[src/rtl/uart_loader_pkg.sv]
// Shared types and default register map for the UART word loader.
package uart_loader_pkg;

  // Polling state machine: idle/gate, status poll, RX data read.
  typedef enum logic [1:0] {
    S_WAIT  = 2'd0,
    S_CHECK = 2'd1,
    S_READ  = 2'd2
  } state_t;

  // Default byte offsets of the RS-232 UART core registers.
  localparam int DEF_RX_ADDR     = 0;
  localparam int DEF_STATUS_ADDR = 8;

  // Status register bit positions.
  localparam int RX_OK_POS = 7;
  localparam int TX_OK_POS = 6;

  // Index width that stays legal when only one slot exists.
  function automatic int idx_width(input int n);
    return (n > 1) ? $clog2(n) : 1;
  endfunction

endpackage

[src/rtl/uart_word_loader_fifo.sv]
// First-word fall-through FIFO with flush; push and pop may coincide at any
// occupancy, including full.
module sync_fifo #(
  parameter int WIDTH = 24,
  parameter int DEPTH = 4
) (
  input  logic                   clk,
  input  logic                   rst_n,
  input  logic                   flush,
  input  logic                   push,
  input  logic [WIDTH-1:0]       wdata,
  input  logic                   pop,
  output logic [WIDTH-1:0]       rdata,
  output logic                   full,
  output logic                   empty,
  output logic [$clog2(DEPTH):0] count
);

  localparam int AW = $clog2(DEPTH);

  logic [WIDTH-1:0] mem [DEPTH];
  logic [AW-1:0]    wr_ptr;
  logic [AW-1:0]    rd_ptr;
  logic             do_push;
  logic             do_pop;

  assign empty   = (count == '0);
  assign full    = (count == (AW + 1)'(DEPTH));
  assign do_pop  = pop && !empty;
  assign do_push = push && (!full || do_pop);
  // Head is forced to zero while empty so the output is clean after reset.
  assign rdata   = empty ? '0 : mem[rd_ptr];

  // Pointer and occupancy bookkeeping; flush wins over push and pop.
  always_ff @(posedge clk or negedge rst_n) begin
    if (!rst_n) begin
      wr_ptr <= '0;
      rd_ptr <= '0;
      count  <= '0;
    end else if (flush) begin
      wr_ptr <= '0;
      rd_ptr <= '0;
      count  <= '0;
    end else begin
      if (do_push) wr_ptr <= wr_ptr + 1'b1;
      if (do_pop)  rd_ptr <= rd_ptr + 1'b1;
      case ({do_push, do_pop})
        2'b10:   count <= count + 1'b1;
        2'b01:   count <= count - 1'b1;
        default: count <= count;
      endcase
    end
  end

  // Storage array, written only on an accepted push.
  always_ff @(posedge clk) begin
    if (do_push && !flush) mem[wr_ptr] <= wdata;
  end

endmodule

[src/rtl/uart_word_loader.sv]
// Avalon-MM master polling a UART core; packs received bytes MSB first into
// words and queues them for a valid/ready consumer, with framing and timeout.
module uart_word_loader
  import uart_loader_pkg::*;
#(
  parameter int BYTES_PER_WORD = 3,
  parameter int ADDR_W         = 5,
  parameter int RX_ADDR        = DEF_RX_ADDR,
  parameter int STATUS_ADDR    = DEF_STATUS_ADDR,
  parameter int RX_OK_BIT      = RX_OK_POS,
  parameter int FIFO_DEPTH     = 4,
  parameter int IDLE_TIMEOUT   = 1000000,
  parameter int FRAME_W        = 20
) (
  input  logic                        avm_clk,
  input  logic                        avm_rst_n,
  output logic [ADDR_W-1:0]           avm_address,
  output logic                        avm_read,
  input  logic [31:0]                 avm_readdata,
  input  logic                        avm_waitrequest,
  input  logic                        i_clear,
  input  logic [FRAME_W-1:0]          i_frame_words,
  output logic [8*BYTES_PER_WORD-1:0] o_data,
  output logic                        o_valid,
  input  logic                        i_ready,
  output logic [FRAME_W-1:0]          o_word_idx,
  output logic                        o_frame_done,
  output logic                        o_drop,
  output state_t                      dbg_state
);

  localparam int W      = 8 * BYTES_PER_WORD;
  localparam int BIDX_W = idx_width(BYTES_PER_WORD);
  localparam int TCNT_W = $clog2(IDLE_TIMEOUT + 1);

  // Handshake: a read transfer completes on the cycle avm_read && !avm_waitrequest;
  // address/read hold while stalled and read drops for a cycle after each
  // completion. Output side pops on o_valid && i_ready.

  state_t                  state;
  state_t                  state_nx;
  logic                    read_nx;
  logic [ADDR_W-1:0]       addr_nx;
  logic                    clr_pend;
  logic                    clr_pend_nx;
  logic                    accept;
  logic                    rx_accept;
  logic                    last_byte;
  logic                    push;
  logic                    frame_wrap;
  logic [BIDX_W-1:0]       byte_idx;
  logic [W-1:0]            word_r;
  logic [W-1:0]            push_word;
  logic [TCNT_W-1:0]       tcnt;
  logic                    fifo_full;
  logic                    fifo_empty;
  logic [$clog2(FIFO_DEPTH):0] fifo_count;
  logic                    unused_bits;

  assign dbg_state  = state;
  assign accept     = avm_read && !avm_waitrequest;
  // A byte is kept only if no clear hit this transfer.
  assign rx_accept  = (state == S_READ) && accept && !i_clear && !clr_pend;
  assign last_byte  = (byte_idx == BIDX_W'(BYTES_PER_WORD - 1));
  assign push       = rx_accept && last_byte;
  assign frame_wrap = (i_frame_words != '0) && (o_word_idx == i_frame_words - 1'b1);
  assign o_valid    = !fifo_empty;
  assign unused_bits = ^{avm_readdata, fifo_count};

  // Merge the incoming byte into its slot; slot 0 is the MSB.
  always_comb begin
    push_word = word_r;
    push_word[8*(BYTES_PER_WORD-1-int'(byte_idx)) +: 8] = avm_readdata[7:0];
  end

  // FSM state and registered Avalon command.
  always_ff @(posedge avm_clk or negedge avm_rst_n) begin
    if (!avm_rst_n) begin
      state       <= S_WAIT;
      avm_read    <= 1'b0;
      avm_address <= ADDR_W'(STATUS_ADDR);
      clr_pend    <= 1'b0;
    end else begin
      state       <= state_nx;
      avm_read    <= read_nx;
      avm_address <= addr_nx;
      clr_pend    <= clr_pend_nx;
    end
  end

  // Next-state and next-command logic.
  always_comb begin
    state_nx    = state;
    read_nx     = avm_read;
    addr_nx     = avm_address;
    clr_pend_nx = clr_pend;
    case (state)
      S_WAIT: begin
        read_nx = 1'b0;
        if (!fifo_full && !i_clear) begin
          state_nx = S_CHECK;
          read_nx  = 1'b1;
          addr_nx  = ADDR_W'(STATUS_ADDR);
        end
      end
      S_CHECK: begin
        if (avm_read) begin
          if (!avm_waitrequest) begin
            read_nx = 1'b0;
            if (i_clear || clr_pend) begin
              state_nx    = S_WAIT;
              clr_pend_nx = 1'b0;
            end else if (avm_readdata[RX_OK_BIT]) begin
              state_nx = S_READ;
            end else if (fifo_full) begin
              state_nx = S_WAIT;
            end
          end else if (i_clear) begin
            clr_pend_nx = 1'b1;
          end
        end else if (i_clear || fifo_full) begin
          state_nx = S_WAIT;
        end else begin
          read_nx = 1'b1;
          addr_nx = ADDR_W'(STATUS_ADDR);
        end
      end
      S_READ: begin
        if (avm_read) begin
          if (!avm_waitrequest) begin
            read_nx     = 1'b0;
            state_nx    = S_WAIT;
            clr_pend_nx = 1'b0;
          end else if (i_clear) begin
            clr_pend_nx = 1'b1;
          end
        end else if (i_clear) begin
          state_nx = S_WAIT;
        end else begin
          read_nx = 1'b1;
          addr_nx = ADDR_W'(RX_ADDR);
        end
      end
      default: begin
        state_nx = S_WAIT;
        read_nx  = 1'b0;
      end
    endcase
  end

  // Byte assembly, frame index, and partial-word timeout.
  always_ff @(posedge avm_clk or negedge avm_rst_n) begin
    if (!avm_rst_n) begin
      byte_idx     <= '0;
      word_r       <= '0;
      tcnt         <= '0;
      o_word_idx   <= '0;
      o_frame_done <= 1'b0;
      o_drop       <= 1'b0;
    end else begin
      o_frame_done <= 1'b0;
      o_drop       <= 1'b0;
      if (i_clear) begin
        byte_idx   <= '0;
        tcnt       <= '0;
        o_word_idx <= '0;
      end else if (rx_accept) begin
        word_r <= push_word;
        tcnt   <= '0;
        if (last_byte) begin
          byte_idx <= '0;
          if (frame_wrap) begin
            o_word_idx   <= '0;
            o_frame_done <= 1'b1;
          end else begin
            o_word_idx <= o_word_idx + 1'b1;
          end
        end else begin
          byte_idx <= byte_idx + 1'b1;
        end
      end else if (byte_idx == '0) begin
        tcnt <= '0;
      end else if (tcnt == TCNT_W'(IDLE_TIMEOUT - 1)) begin
        byte_idx <= '0;
        tcnt     <= '0;
        o_drop   <= 1'b1;
      end else begin
        tcnt <= tcnt + 1'b1;
      end
    end
  end

  sync_fifo #(
    .WIDTH (W),
    .DEPTH (FIFO_DEPTH)
  ) u_fifo (
    .clk   (avm_clk),
    .rst_n (avm_rst_n),
    .flush (i_clear),
    .push  (push),
    .wdata (push_word),
    .pop   (o_valid && i_ready),
    .rdata (o_data),
    .full  (fifo_full),
    .empty (fifo_empty),
    .count (fifo_count)
  );

endmodule

[config.mk]
export PLATFORM = sky130hd
export DESIGN_NAME = uart_word_loader
export DESIGN_NICKNAME = d
export VERILOG_FILES = /design/src/rtl/uart_loader_pkg.sv /design/src/rtl/uart_word_loader_fifo.sv /design/src/rtl/uart_word_loader.sv
export SDC_FILE = /design/constraint.sdc
export NUM_CORES = 1
export LEC_CHECK = 0
export BUFFER_PORTS_ARGS = -buffer_cell sky130_fd_sc_hd__buf_2
export CORE_MARGIN = 2
export CORE_UTILIZATION = 42
export DETAILED_ROUTE_END_ITERATION = 8
export PLACE_DENSITY = 0.68
export SETUP_SLACK_MARGIN = 0.02
export SYNTH_ARGS = -nofsm -noshare
export SYNTH_HDL_FRONTEND = slang
export SYNTH_HIERARCHICAL = 1
export SYNTH_SLANG_ARGS = --single-unit
[constraint.sdc]
create_clock -name avm_clk -period 8.1 [get_ports avm_clk]
set_input_delay 2.43 -clock avm_clk [delete_from_list [all_inputs] [get_ports avm_clk]]
set_output_delay 2.43 -clock avm_clk [all_outputs]
set_load 0.02 [all_outputs]
# After elaboration in Yosys (flattened, before gate mapping)
# Memories as Yosys holds them, arrays and structs flattened.
# Index checks and enable logic that the tools add are counted.
[totals]
ram_bits = 96
output_inout_bits = 55
ff_bits = 84
input_bits = 57
wordCells = 148
memories = 1
[memory_table]
columns = ["name", "words", "word_bits", "read_ports", "rd_ports_with_merged_regs", "write_ports", "line", "source"]
rows = [
  ["u_fifo.mem", 4, 24, 1, 0, 1, "uart_word_loader_fifo.sv:21", "logic [WIDTH-1:0] mem [DEPTH];"],
]
[classes]
n_shift = 2
bitwise = 1
mux = 62
addsub = 10
eq_ne = 22
n_reduce_logical = 37
[op_table]
columns = ["cell", "count"]
rows = [
  ["$mux W20", 8],
  ["$add A20 B1 Y20 const B", 2],
  ["$mux W2", 19],
  ["$neg A6 Y33", 1],
  ["$shift A8 B33 Y24 const A", 1],
  ["$shiftx A8 B33 Y24", 1],
  ["$mux W5", 5],
  ["$bwmux W24", 1],
  ["$mux W24", 1],
  ["$mux W1", 22],
  ["$eq A20 B20 Y1", 1],
  ["$eq A20 B20 Y1 const B", 1],
  ["$reduce_bool A20 Y1", 1],
  ["$sub A20 B1 Y20 const B", 1],
  ["$ne A3 B3 Y1 const B", 6],
  ["$pmux W5 S3", 1],
  ["$ne A2 B2 Y1 const B", 7],
  ["$reduce_and A6 Y1", 2],
  ["$logic_and A1 B1 Y1", 11],
  ["$reduce_bool A2 Y1", 5],
  ["$reduce_bool A3 Y1", 3],
  ["$add A2 B1 Y2 const B", 3],
  ["$eq A2 B2 Y1 const B", 3],
  ["$pmux W2 S3", 1],
  ["17 further kinds", 27],
]

# Logic depth before layout (Yosys ltp)
# Gate-level depths: netlist of the first run.
[logic_depth]
depth_word = 10
ltp_mapped = 11
depth_no_buf = 9

# By module
# The synthesis of the first run kept the hierarchy.
[by_module_without_submodules]
columns = ["mod", "cells_each", "seq_area_each_um2", "area_per_inst_um2", "instances"]
rows = [
  ["uart_word_loader", 489, 1828.0, 4310.4, 1],
  ["sync_fifo", 213, 3057.9, 4190.3, 1],
]

# Least setup slack after synthesis of the first run
# Ideal clock, no wire load.
[synth_timing]
path_kind = "in2reg"
start = "input port avm_waitrequest"
end = "memory u_fifo.mem[0][0] (enable)"
setup_slack_ns = 2.312
arrival_ns = 5.347
path_stages = 6
setup_ns = 0.440
path_buffers = 2
required_time_ns = 7.660
path_cell_list = "nand3b_1 > nor4_1 > clkbuf_1 > buf_6 > o21ai_0 > nor3b_1"
[synth_via]
elab_chain_cells = 10
[synth_rtl]
columns = ["item", "line", "source"]
rows = [
  ["start, declared", "uart_word_loader.sv:20", "input logic avm_waitrequest,"],
  ["$logic_not A1 Y1", "n/a", ""],
  ["$logic_and A1 B1 Y1", "uart_word_loader.sv:61", "assign accept = avm_read && !avm_waitrequest;"],
  ["$logic_and A1 B1 Y1 (3 in series)", "uart_word_loader.sv:63", "assign rx_accept = (state == S_READ) && accept && !i_clear && !clr_pend;"],
  ["$logic_and A1 B1 Y1", "uart_word_loader.sv:65", "assign push = rx_accept && last_byte;"],
  ["via push", "uart_word_loader.sv:49", "logic push;"],
  ["$logic_and A1 B1 Y1", "uart_word_loader_fifo.sv:30", "assign do_push = push && (!full || do_pop);"],
  ["$logic_and A1 B1 Y1", "uart_word_loader_fifo.sv:57", "if (do_push && !flush) mem[wr_ptr] <= wdata;"],
  ["$mux W1", "uart_word_loader_fifo.sv:57", ""],
  ["$mux W1 (not written as such)", "uart_word_loader_fifo.sv:57", ""],
  ["end, declared", "uart_word_loader_fifo.sv:21", ""],
]
# The timed path passes the listed nets, and every way through them passes these cells.

# Final worst setup path of the first run
[layout_timing]
start = "input port i_clear"
end = "memory u_fifo.mem[2][21] (enable)"
[layout_via]
elab_chain_cells = 8
[layout_rtl]
columns = ["item", "line", "source"]
rows = [
  ["start, declared", "uart_word_loader.sv:21", "input logic i_clear,"],
  ["$logic_not A1 Y1 (*)", "uart_word_loader_fifo.sv:57, uart_word_loader.sv:63", ""],
  ["$logic_and A1 B1 Y1 (2 in series)", "uart_word_loader.sv:63", ""],
  ["$logic_and A1 B1 Y1", "uart_word_loader.sv:65", ""],
  ["$logic_and A1 B1 Y1", "uart_word_loader_fifo.sv:30", ""],
  ["$logic_and A1 B1 Y1 (*)", "uart_word_loader_fifo.sv:57", ""],
  ["$mux W1 (*)", "uart_word_loader_fifo.sv:57", ""],
  ["$mux W1 (not written as such) (*)", "uart_word_loader_fifo.sv:57", ""],
]
# Mark *: on every way between the ends. The rest lies on a longest branch, timed or not.

==> results of run 1 <==
-- metal layers --
layer / part of all wire / global-route usage / vias to the layer above
li1: - / - / 2690
met1: 0.46 / 0.228 / 2746
met2: 0.49 / 0.277 / 124
met3: 0.044 / 0.0353 / 6
met4: 0.0054 / 0.0408 / 0
met5: 0 / 0 / -
-- cell usage in the layout, fill, tap and decap left out, types with 4 or more instances in the layout --
cell type / netlist / layout
sky130_fd_sc_hd__edfxtp_1: 96 / 96
sky130_fd_sc_hd__buf_2: 2 / 82
sky130_fd_sc_hd__dfrtp_1: 79 / 79
sky130_fd_sc_hd__nand2_1: 58 / 58
sky130_fd_sc_hd__o21ai_0: 44 / 44
sky130_fd_sc_hd__nor2_1: 39 / 39
sky130_fd_sc_hd__inv_1: 36 / 36
sky130_fd_sc_hd__xor2_1: 35 / 35
sky130_fd_sc_hd__xnor2_1: 33 / 33
sky130_fd_sc_hd__nor3_1: 29 / 29
sky130_fd_sc_hd__nor2b_1: 27 / 27
sky130_fd_sc_hd__nand3_1: 24 / 24
sky130_fd_sc_hd__mux4_2: 24 / 24
sky130_fd_sc_hd__clkbuf_16: 0 / 17
sky130_fd_sc_hd__a22o_1: 16 / 16
sky130_fd_sc_hd__ha_1: 13 / 13
sky130_fd_sc_hd__and3_1: 12 / 12
sky130_fd_sc_hd__buf_4: 9 / 11
sky130_fd_sc_hd__a21oi_1: 9 / 9
sky130_fd_sc_hd__nor4_1: 8 / 7
sky130_fd_sc_hd__or4_1: 6 / 6
sky130_fd_sc_hd__or3_1: 5 / 5
sky130_fd_sc_hd__nor3b_1: 9 / 5
sky130_fd_sc_hd__nand4_1: 5 / 5
sky130_fd_sc_hd__clkinv_8: 0 / 5
sky130_fd_sc_hd__and2_1: 4 / 4
sky130_fd_sc_hd__and4_1: 4 / 4
sky130_fd_sc_hd__conb_1: 1 / 4
sky130_fd_sc_hd__nor3b_2: 0 / 4
-- logic make-up (layout without fill, tap and decap cells) --
logic type,Yosys count,count (layout),share of synthesized area
AND/OR/NAND/NOR,252,252,0.157
flip-flops,176,176,0.575
AO/OA/AOI/OAI,94,94,0.0709
buffers and inverters,71,161,0.0389
XOR/XNOR,68,68,0.0701
multiplexers,26,26,0.0665
adder cells (fa/ha/maj),14,14,0.0215
other,1,4,0.000441
-- registers in the layout, summed over array words and instances (netlist names), 2 cells and up --
register / count
byte_idx: 2
tcnt: 20
u_fifo/count: 3
u_fifo/mem: 96
u_fifo/rd_ptr: 2
dbg_state: 2
u_fifo/wr_ptr: 2
word_r: 24
o_word_idx: 20
-- worst reg2reg max path, stage by stage, from the launching register on --
cell	delay, ns
sky130_fd_sc_hd__dfrtp_1	0.44
sky130_fd_sc_hd__inv_1	0.18
sky130_fd_sc_hd__ha_1	0.23
sky130_fd_sc_hd__nand3b_1	0.10
sky130_fd_sc_hd__nor4_2	0.18
sky130_fd_sc_hd__buf_4	0.28
sky130_fd_sc_hd__o21ai_0	0.28
sky130_fd_sc_hd__nor3b_2	0.92
sky130_fd_sc_hd__buf_4	0.40
-- metrics by stage --
step	worst slack, ns	instance area (µm²)	std cells
detailed placement	2.56	9190	1033
floorplan	2.31	8510	705
global placement	2.61	9190	1033
CTS	3.03	9780	1065
finish	3.08	9780	1065
global route	2.88	9780	1065
-- power breakdown --
part | leakage (nW) | switching, W | internal (W) | total, W
registers | 1.93 | 0.0000194 | 0.000973 | 0.000992
clock network | 0.288 | 0.000389 | 0.000415 | 0.000804
logic | 1.52 | 0.0000712 | 0.0000381 | 0.000109
-- final cells by class --
| class | count | share of cell area |
|---|---|---|
| Clock buffer | 17 | 0.0435 |
| Sequential cell | 176 | 0.499 |
| Timing Repair Buffer | 93 | 0.0504 |
| Tap cell | 270 | 0.0345 |
| Clock inverter | 15 | 0.0175 |
| Inverter | 36 | 0.0138 |
| Multi-Input combinational cell | 458 | 0.341 |
-- final timing paths --
path	start	to	slack, ns	depth (start not counted)
max in group asynchronous	avm_rst_n	tcnt[12]	5.17	2
worst min register to register	tcnt[0]	tcnt[0]	0.48	1
worst max register to register	byte_idx[0]	u_fifo/mem[2][21]	4.76	8
min in group asynchronous	avm_rst_n	o_word_idx[19]	1.82	1
worst max-delay path	i_clear	u_fifo/mem[2][21]	3.08	6
worst min-delay path	tcnt[0]	tcnt[0]	0.48	1
==> load_flow_metrics.sql, run 1 <==
INSERT INTO impl_metrics (metric_group, metric, value, unit) VALUES
('run_status', 'outcome', 'finished clean', ''),
('floorplan', 'rows', '52', ''),
('worst_setup_path', 'cp_class', 'in2reg', ''),
('synthesis', 'synth_area_leader_cell', 'sky130_fd_sc_hd__edfxtp_1', ''),
('worst_setup_path', 'timing.critical_path.required', '8.21', 'ns'),
('drt', 'finalWirelength', '17.1', 'mm'),
('sta', 'timing_max_transition_violations_final', '0', ''),
('sta', 'worst_slew_margin_rel', '0.317', ''),
('sta', 'clock-skew-final', '0.00903', 'ns'),
('finish', 'fillerInstances', '1796', ''),
('sta', 'max_slew.worst_pin.slew', '1.02', 'ns'),
('floorplan', 'fp.dieArea', '21400', 'µm²'),
('sta', 'hold_violations', '0', ''),
('power', 'power-per-cell-area', '195', 'nW/µm²'),
('synthesis', 'netlist_area', '8500', 'µm²'),
('worst_setup_path', 'critical_path_peak_fanout', '45', ''),
('global_routing', 'grt.total_usage', '0.167', ''),
('synthesis', 'yosys.area.top_type_share', '0.339', ''),
('synthesis', 'synth.avg_cell_area', '12.1', 'µm²'),
('cts', 'post_cts.resized_instances', '0', ''),
('power', 'ir_worst_vdd', '0.000144', 'V'),
('worst_setup_path', 'end_kind', 'register', ''),
('drt', 'dr.first_iter.drc_count', '357', ''),
('global_routing', 'antenna_found_initial', '0', ''),
('cts', 'cts_hold_buffers', '0', ''),
('global_routing', 'grt_first_pass_wirelength', '28.5', 'mm'),
('floorplan', 'die_width', '146', 'µm'),
('floorplan', 'area_of_the_placeable_core', '20000', 'µm²'),
('cts', 'cts.repair_timing.setup_buffer_count', '0', ''),
('sta', 'rsz0062_at_grt', 'no', ''),
('floorplan', 'boundary_pin_count', '112', ''),
('power', 'p_total', '0.00191', 'W'),
('synthesis', 'synth_enable_flop_cells', '96', ''),
('cts', 'cts_buffer_depth', '2', ''),
('synthesis', 'yosys_synthesis_warning_count', '6', ''),
('cts', 'clkLatencyLatePin', '0.43', 'ns'),
('drt', 'route.vias.total', '5566', ''),
('cts', 'clkSinkCount', '176', ''),
('global_routing', 'grt_start_max_net_pins', '72', ''),
('worst_setup_path', 'timing.critical_path.max_delay_family', 'simple AND/OR/NAND/NOR gates', ''),
('cts', 'ctsHtreeMaxLevel', '4', ''),
('place', 'globalplace.congestion', '0.796', ''),
('finish', 'num-nets-final', '853', ''),
('global_routing', 'grt_overflow', '0', ''),
('worst_setup_path', 'critical_path.max_stage_delay', '0.92', 'ns'),
('drt', 'avgViaCountPerCell', '5.23', ''),
('worst_setup_path', 'timing.critical_path.slowest_stage_cell', 'sky130_fd_sc_hd__nor3b_2', ''),
('drt', 'route.antenna.remaining_nets', '0', ''),
('drt', 'drt_first_pass_iters', '6', ''),
('cts', 'cts_clk_pin_slew_worst_paths', '0.07', 'ns'),
('sta', 'finalSetupTns', '0', 'ns'),
('sta', 'finalCritPeriodShare', '0.620', ''),
('drt', 'routedWlPerCell', '16.1', 'µm'),
('synthesis', 'synth-seq-area-share', '0.575', ''),
('drt', 'drt_drc_violations_left', '0', ''),
('power', 'leakage', '3.74', 'nW'),
('finish', 'multiInputGateArea', '3330', 'µm²'),
('cts', 'cts_buffers', '17', ''),
('worst_setup_path', 'arrival', '5.14', 'ns'),
('place', 'io_buffers', '83', ''),
('cts', 'tritoncts', 'yes', ''),
('synthesis', 'yosys_register_bits', '176', ''),
('synthesis', 'synthTopCellsByCount', '96 x sky130_fd_sc_hd__edfxtp_1, 79 x sky130_fd_sc_hd__dfrtp_1, 58 x sky130_fd_sc_hd__nand2_1, 44 x sky130_fd_sc_hd__o21ai_0, 39 x sky130_fd_sc_hd__nor2_1', ''),
('sta', 'timing.final.setup_violations', '0', ''),
('finish', 'drive_gt1_frac', '0.206', ''),
('synthesis', 'ys.flop_type', 'sky130_fd_sc_hd__edfxtp_1', ''),
('synthesis', 'synth_most_common_cell', 'sky130_fd_sc_hd__edfxtp_1', ''),
('finish', 'syn_to_final_growth', '15.1', '%'),
('synthesis', 'syn_inst', '702', ''),
('finish', 'diodes', '0', ''),
('sta', 'timing.fmax', '0.199', 'GHz');
Power figures use the tool's default switching activity.
==> run 2: changes to the inputs <==
Clock period 8.1 ns to 5 ns, I/O delays scaled along.
==> run 2 against run 1 <==
Utilization fell by 0.24 points. First-iteration DRC count shrank 19%. Die area is the same. Critical path type unchanged. Critical path depth increased by 1. Worst hold slack lost 0.0020 ns. Via count up 0.68%. Global-route usage shrank 0.089 points. Final cell count unchanged. Count of clock-buffer cells in the layout stayed put. Critical endpoint is now o_word_idx[10]. Largest cell class unchanged.
==> load_flow_metrics.sql, run 2 (synthesized netlist as in run 1, its figures left out) <==
INSERT INTO impl_metrics (metric_group, metric, value, unit) VALUES
('floorplan', 'initial_utilization', '0.424', ''),
('global_routing', 'grt.total_usage', '0.167', ''),
('floorplan', 'boundary_pin_count', '112', ''),
('drt', 'drt_first_pass_iters', '5', ''),
('sta', 'clock-skew-final', '0.00733', 'ns'),
('worst_setup_path', 'worstSetupPathDepth', '7', ''),
('power', 'power-per-cell-area', '311', 'nW/µm²'),
('floorplan', 'die_width', '146', 'µm'),
('place', 'io_buffers', '83', ''),
('global_routing', 'grt_overflow', '0', ''),
('sta', 'hold_violations', '0', ''),
('worst_setup_path', 'crit_path_start_kind', 'input port', ''),
('global_routing', 'antenna_found_initial', '0', ''),
('worst_setup_path', 'worstPathCellList', 'buf_2 -> or4_1 -> or2_1 -> or4_1 -> a2111oi_0 -> and4_2 -> nor3_1', ''),
('hold_path', 'hp-class', 'reg2reg', ''),
('sta', 'finalSetupTns', '0', 'ns'),
('sta', 'finalCritPeriodShare', '0.765', ''),
('sta', 'timing.hold.ws', '0.474', 'ns'),
('sta', 'timing.final.setup_violations', '0', ''),
('cts', 'cts_hold_buffers', '0', ''),
('finish', 'num-nets-final', '853', ''),
('worst_setup_path', 'timing.critical_path.max_delay_family', 'simple AND/OR/NAND/NOR gates', ''),
('floorplan', 'area_of_the_placeable_core', '20000', 'µm²'),
('finish', 'drive_gt1_frac', '0.204', ''),
('drt', 'route.antenna.remaining_nets', '0', ''),
('power', 'ir_worst_vdd', '0.000233', 'V'),
('cts', 'post_cts.resized_instances', '0', ''),
('floorplan', 'fp.dieArea', '21400', 'µm²'),
('drt', 'drt_drc_violations_left', '0', ''),
('floorplan', 'rows', '52', ''),
('sta', 'max_slew.worst_pin.slew', '1.04', 'ns'),
('cts', 'cts_buffer_depth', '2', ''),
('cts', 'clkLatencyLatePin', '0.43', 'ns'),
('run', 'cap_viol_max_count', '0', ''),
('finish', 'top_regs', 'u_fifo/mem: 96 flops, word_r: 24 flops', ''),
('place', 'globalplace.congestion', '0.804', ''),
('drt', 'finalWirelength', '17.1', 'mm'),
('worst_setup_path', 'critical_path_peak_fanout', '21', ''),
('drt', 'route.vias.total', '5604', ''),
('run_status', 'outcome', 'finished clean', ''),
('place', 'dp.final_hpwl', '11.0', 'mm'),
('finish', 'mostFrequentLayoutCells', '96 x sky130_fd_sc_hd__edfxtp_1, 82 x sky130_fd_sc_hd__buf_2, 79 x sky130_fd_sc_hd__dfrtp_1, 58 x sky130_fd_sc_hd__nand2_1, 44 x sky130_fd_sc_hd__o21ai_0', ''),
('cts', 'clkSinkCount', '176', ''),
('finish', 'largest_register_ffs', '96', ''),
('global_routing', 'grt_first_pass_wirelength', '28.4', 'mm'),
('cts', 'tritoncts', 'yes', ''),
('floorplan', 'dieHeight', '146', 'µm'),
('finish', 'syn_to_final_growth', '14.5', '%'),
('cts', 'cts_buffers', '17', ''),
('cts', 'cts_clk_pin_slew_worst_paths', '0.07', 'ns'),
('sta', 'worst_slew_margin_rel', '0.305', ''),
('finish', 'top_register', 'u_fifo/mem', ''),
('power', 'leakage', '3.73', 'nW'),
('cts', 'cts.root.buffer_cell', 'sky130_fd_sc_hd__clkbuf_16', ''),
('finish', 'mostFrequentLayoutCell', 'sky130_fd_sc_hd__edfxtp_1', ''),
('worst_setup_path', 'buffering_stage_count_on_the_worst_path_with_inverters_included', '1', ''),
('global_routing', 'grt_start_max_net_pins', '81', ''),
('drt', 'routedWlPerCell', '16.0', 'µm'),
('sta', 'final_min_period', '3.83', 'ns'),
('drt', 'avgViaCountPerCell', '5.26', ''),
('worst_setup_path', 'path_common_cell', 'sky130_fd_sc_hd__or4_1', ''),
('worst_setup_path', 'cp_class', 'in2reg', ''),
('cts', 'ctsHtreeMaxLevel', '4', ''),
('worst_setup_path', 'critical_path.max_stage_delay', '0.59', 'ns'),
('worst_setup_path', 'reg2reg_depth', '7', ''),
('sta', 'timing.fmax', '0.261', 'GHz'),
('hold_path', 'hold_depth', '1', ''),
('worst_setup_path', 'arrival', '4.11', 'ns'),
('drt', 'dr.first_iter.drc_count', '289', ''),
('cts', 'cts.repair_timing.setup_buffer_count', '0', ''),
('global_routing', 'vias_in_the_first_global_route', '5437', ''),
('sta', 'rsz0062_at_grt', 'no', ''),
('worst_setup_path', 'timing.critical_path.slowest_stage_cell', 'sky130_fd_sc_hd__and4_2', ''),
('finish', 'diodes', '0', ''),
('worst_setup_path', 'timing.critical_path.required', '5.28', 'ns'),
('worst_setup_path', 'end_kind', 'register', ''),
('sta', 'timing_max_transition_violations_final', '0', '');
-- run 2: changes by cell type in the layout (fill, tap and decap cells not counted), sizes merged --
cell	change
inv	+3
clkinvlp	-1
clkinv	-2
-- run 2: path summary, 6_finish.rpt --
kind | endpoint | from | slack, ns
hold / removal | tcnt[0] | tcnt[0] | 0.47
setup / recovery | o_word_idx[10] | i_frame_words[6] | 1.17
min in group asynchronous | o_word_idx[19] | avm_rst_n | 1.23
max in group asynchronous | word_r[17] | avm_rst_n | 3.07
setup reg to reg | u_fifo/count[2] | u_fifo/count[0] | 2.00
hold reg to reg | tcnt[0] | tcnt[0] | 0.47
-- run 2: report_power, final --
group | total (W) | internal (W) | switching, W
clock network | 0.00124 | 0.000653 | 0.000588
registers | 0.00161 | 0.00158 | 0.0000319
logic | 0.000176 | 0.0000616 | 0.000114
total | 0.00303 | 0.00229 | 0.000734
-- run 2: stage by stage --
stage	utilization	cells	area (µm²)	setup slack [ns]	total power, W
after global routing	0.486	1065	9740	0.920	0.00314
after detailed placement	0.458	1033	9190	0.750	0.00181
after floorplan	-	705	8510	0.142	0.00174
after CTS	0.486	1065	9740	1.21	0.00306
final	0.486	1065	9740	1.17	0.00303
after global placement	0.458	1033	9190	0.681	0.00181
-- run 2: routing by layer --
| metal | vias to the layer above | share of wire | track usage | wire length (µm) |
|---|---|---|---|---|
| li1 | 2684 | - | - | - |
| met1 | 2770 | 0.46 | 0.226 | 7840 |
| met2 | 131 | 0.48 | 0.272 | 8250 |
| met3 | 19 | 0.045 | 0.0397 | 765 |
| met4 | 0 | 0.013 | 0.0442 | 214 |
| met5 | - | 0 | 0 | 0 |
-- run 2: area by class of cell --
class / instances / area [µm²]
fill: 1815 / 10300
sequential: 176 / 4890
multi-input combinational: 458 / 3330
timing repair buffer: 93 / 493
clock buffer: 17 / 425
tap: 270 / 338
inverter: 36 / 135
clock inverter: 15 / 124
==> run 3: changes to the inputs <==
Settings changed: PLACE_DENSITY 0.68 to 0.7.
Clock period 5 ns to 3.4 ns, I/O delays scaled along.
==> run 3 against run 2 <==
Die area unchanged. Setup slack worse by 0.86 ns. Via count rose by 1.2%. Count of clock-buffer cells in the layout did not move. Register-to-register slack worse by 1.3 ns. Final cell count increased by 2.3%. First-iteration DRC count is 3.1% lower. Total power is 52% higher. Highest routed layer is now met5.
==> load_flow_metrics.sql, run 3 (synthesized netlist as in run 1, its figures left out) <==
INSERT INTO impl_metrics (metric_group, metric, value, unit) VALUES
('cts', 'clkLatencyLatePin', '0.43', 'ns'),
('hold_path', 'hp-class', 'reg2reg', ''),
('global_routing', 'grt.total_usage', '0.167', ''),
('run_status', 'outcome', 'finished clean', ''),
('power', 'leakage', '3.90', 'nW'),
('place', 'dp.final_hpwl', '11.5', 'mm'),
('power', 'power-per-cell-area', '459', 'nW/µm²'),
('worst_setup_path', 'end_kind', 'register', ''),
('finish', 'top_register', 'u_fifo/mem', ''),
('sta', 'timing.hold.ws', '0.475', 'ns'),
('sta', 'timing.final.setup_violations', '0', ''),
('worst_setup_path', 'critical_path.max_stage_delay', '0.53', 'ns'),
('drt', 'drt_drc_violations_left', '0', ''),
('worst_setup_path', 'timing.critical_path.max_delay_family', 'simple AND/OR/NAND/NOR gates', ''),
('finish', 'syn_to_final_growth', '18.1', '%'),
('floorplan', 'dieHeight', '146', 'µm'),
('cts', 'post_cts.resized_instances', '0', ''),
('finish', 'fillerInstances', '1797', ''),
('worst_setup_path', 'path_common_cell', 'sky130_fd_sc_hd__or4_1', ''),
('drt', 'finalWirelength', '16.9', 'mm'),
('finish', 'num-nets-final', '877', ''),
('floorplan', 'rows', '52', ''),
('worst_setup_path', 'timing.critical_path.required', '3.69', 'ns'),
('global_routing', 'grt_start_max_net_pins', '45', ''),
('finish', 'diodes', '0', ''),
('sta', 'final_min_period', '3.08', 'ns'),
('place', 'globalplace.congestion', '0.806', ''),
('place', 'placed_cells', '1057', ''),
('finish', 'mostFrequentLayoutCells', '96 x sky130_fd_sc_hd__edfxtp_1, 82 x sky130_fd_sc_hd__buf_2, 79 x sky130_fd_sc_hd__dfrtp_1, 58 x sky130_fd_sc_hd__nand2_1, 44 x sky130_fd_sc_hd__o21ai_0', ''),
('drt', 'drt_first_pass_iters', '5', ''),
('sta', 'finalSetupTns', '0', 'ns'),
('cts', 'ctsHtreeMaxLevel', '4', ''),
('worst_setup_path', 'arrival', '3.37', 'ns'),
('cts', 'cts.repair_timing.setup_buffer_count', '0', ''),
('power', 'ir_worst_vdd', '0.000367', 'V'),
('finish', 'largest_register_ffs', '96', ''),
('power', 'p_total', '0.00461', 'W'),
('worst_setup_path', 'cp_class', 'in2reg', ''),
('drt', 'dr.first_iter.drc_count', '280', ''),
('floorplan', 'die_width', '146', 'µm'),
('global_routing', 'antenna_found_initial', '1', ''),
('finish', 'layout.cell_area.non_filler', '10000', 'µm²'),
('worst_setup_path', 'crit_path_start_kind', 'input port', ''),
('floorplan', 'boundary_pin_count', '112', ''),
('worst_setup_path', 'worstPathCellList', 'buf_2 -> or4_1 -> or2_1 -> or4_1 -> a2111oi_0 -> and4_2 -> buf_12 -> nor3_1', ''),
('finish', 'top_regs', 'u_fifo/mem: 96 flops, word_r: 24 flops', ''),
('global_routing', 'grt_first_pass_wirelength', '28.2', 'mm'),
('drt', 'route.antenna.remaining_nets', '0', ''),
('cts', 'cts_hold_buffers', '0', ''),
('finish', 'mostFrequentLayoutCell', 'sky130_fd_sc_hd__edfxtp_1', ''),
('place', 'post_dp_cell_area', '9430', 'µm²'),
('sta', 'worst_slew_margin_rel', '0.597', ''),
('floorplan', 'fp.dieArea', '21400', 'µm²'),
('sta', 'rsz0062_at_grt', 'no', ''),
('sta', 'finalCritPeriodShare', '0.907', ''),
('cts', 'clkSinkCount', '176', ''),
('sta', 'max_slew.worst_pin.slew', '0.599', 'ns'),
('cts', 'cts_buffers', '17', ''),
('cts', 'cts_buffer_depth', '2', ''),
('floorplan', 'area_of_the_placeable_core', '20000', 'µm²'),
('drt', 'routedWlPerCell', '15.5', 'µm'),
('cts', 'cts.root.buffer_cell', 'sky130_fd_sc_hd__clkbuf_16', ''),
('worst_setup_path', 'timing.critical_path.slowest_stage_cell', 'sky130_fd_sc_hd__or4_1', ''),
('place', 'io_buffers', '83', ''),
('sta', 'hold_violations', '0', ''),
('global_routing', 'vias_in_the_first_global_route', '5466', ''),
('drt', 'route.vias.total', '5671', ''),
('cts', 'cts_clk_pin_slew_worst_paths', '0.07', 'ns'),
('global_routing', 'grt_overflow', '0', ''),
('worst_setup_path', 'critical_path_peak_fanout', '21', ''),
('finish', 'finalNonFillerCells', '1089', ''),
('cts', 'tritoncts', 'yes', ''),
('sta', 'clock-skew-final', '0.0107', 'ns'),
('run', 'cap_viol_max_count', '0', ''),
('finish', 'drive_gt1_frac', '0.230', ''),
('worst_setup_path', 'buffering_stage_count_on_the_worst_path_with_inverters_included', '2', ''),
('floorplan', 'initial_utilization', '0.424', ''),
('sta', 'timing_max_transition_violations_final', '0', ''),
('drt', 'avgViaCountPerCell', '5.21', ''),
('sta', 'timing.fmax', '0.324', 'GHz');
==> run 3: worst reg2reg max path, stage by stage (launching register included) <==
cell and delay (ns):
sky130_fd_sc_hd__dfrtp_1 0.44, sky130_fd_sc_hd__inv_1 0.18, sky130_fd_sc_hd__ha_1 0.22, sky130_fd_sc_hd__nand3b_1 0.10, sky130_fd_sc_hd__nor4_2 0.24, sky130_fd_sc_hd__buf_4 0.30, sky130_fd_sc_hd__and3_1 0.20, sky130_fd_sc_hd__nand4_1 0.12
sky130_fd_sc_hd__nor4_1 0.26, sky130_fd_sc_hd__and4_2 0.28, sky130_fd_sc_hd__buf_12 0.16, sky130_fd_sc_hd__nor3_1 0.08
==> run 3: through the flow <==
stage	setup WS [ns]	utilization
6_report	0.318	0.501
5_1_grt	0.224	0.501
4_1_cts	0.336	0.501
3_5_place_dp	-0.123	0.471
3_3_place_gp	-0.117	0.471
2_1_floorplan	-0.224	-
==> run 3: cell type report <==
type / count / area, µm² / area share
clock inverter: 15 / 186 / 0.0186
clock buffer: 17 / 425 / 0.0424
sequential: 176 / 4890 / 0.487
tap: 270 / 338 / 0.0336
inverter: 36 / 135 / 0.0135
timing repair buffer: 117 / 711 / 0.0708
multi-input combinational: 458 / 3360 / 0.335
==> run 3: worst paths after layout <==
| kind | start | endpoint | slack, ns | cells after the start |
|---|---|---|---|---|
| worst max register to register | byte_idx[0] | o_word_idx[17] | 0.68 | 11 |
| worst min register to register | tcnt[0] | tcnt[0] | 0.48 | 1 |
| min in group asynchronous | avm_rst_n | o_word_idx[17] | 0.56 | 1 |
| max in group asynchronous | avm_rst_n | avm_address[3] | 2.11 | 2 |
| worst min-delay path | tcnt[0] | tcnt[0] | 0.48 | 1 |
| worst max-delay path | i_frame_words[6] | o_word_idx[17] | 0.32 | 8 |
==> run 3: power breakdown <==
part,total (W),switching (W),internal (W)
combinational,0.000270,0.000171,0.0000997
clock,0.00197,0.000913,0.00106
sequential,0.00236,0.0000455,0.00232
total,0.00461,0.00113,0.00348
==> run 3: per-layer routing <==
layer | global-route usage | share of wire | vias up
met5 | 0 | 0.00083 | -
met4 | 0.0442 | 0.012 | 2
met3 | 0.0416 | 0.050 | 18
met2 | 0.268 | 0.49 | 124
met1 | 0.229 | 0.45 | 2779
li1 | - | - | 2748
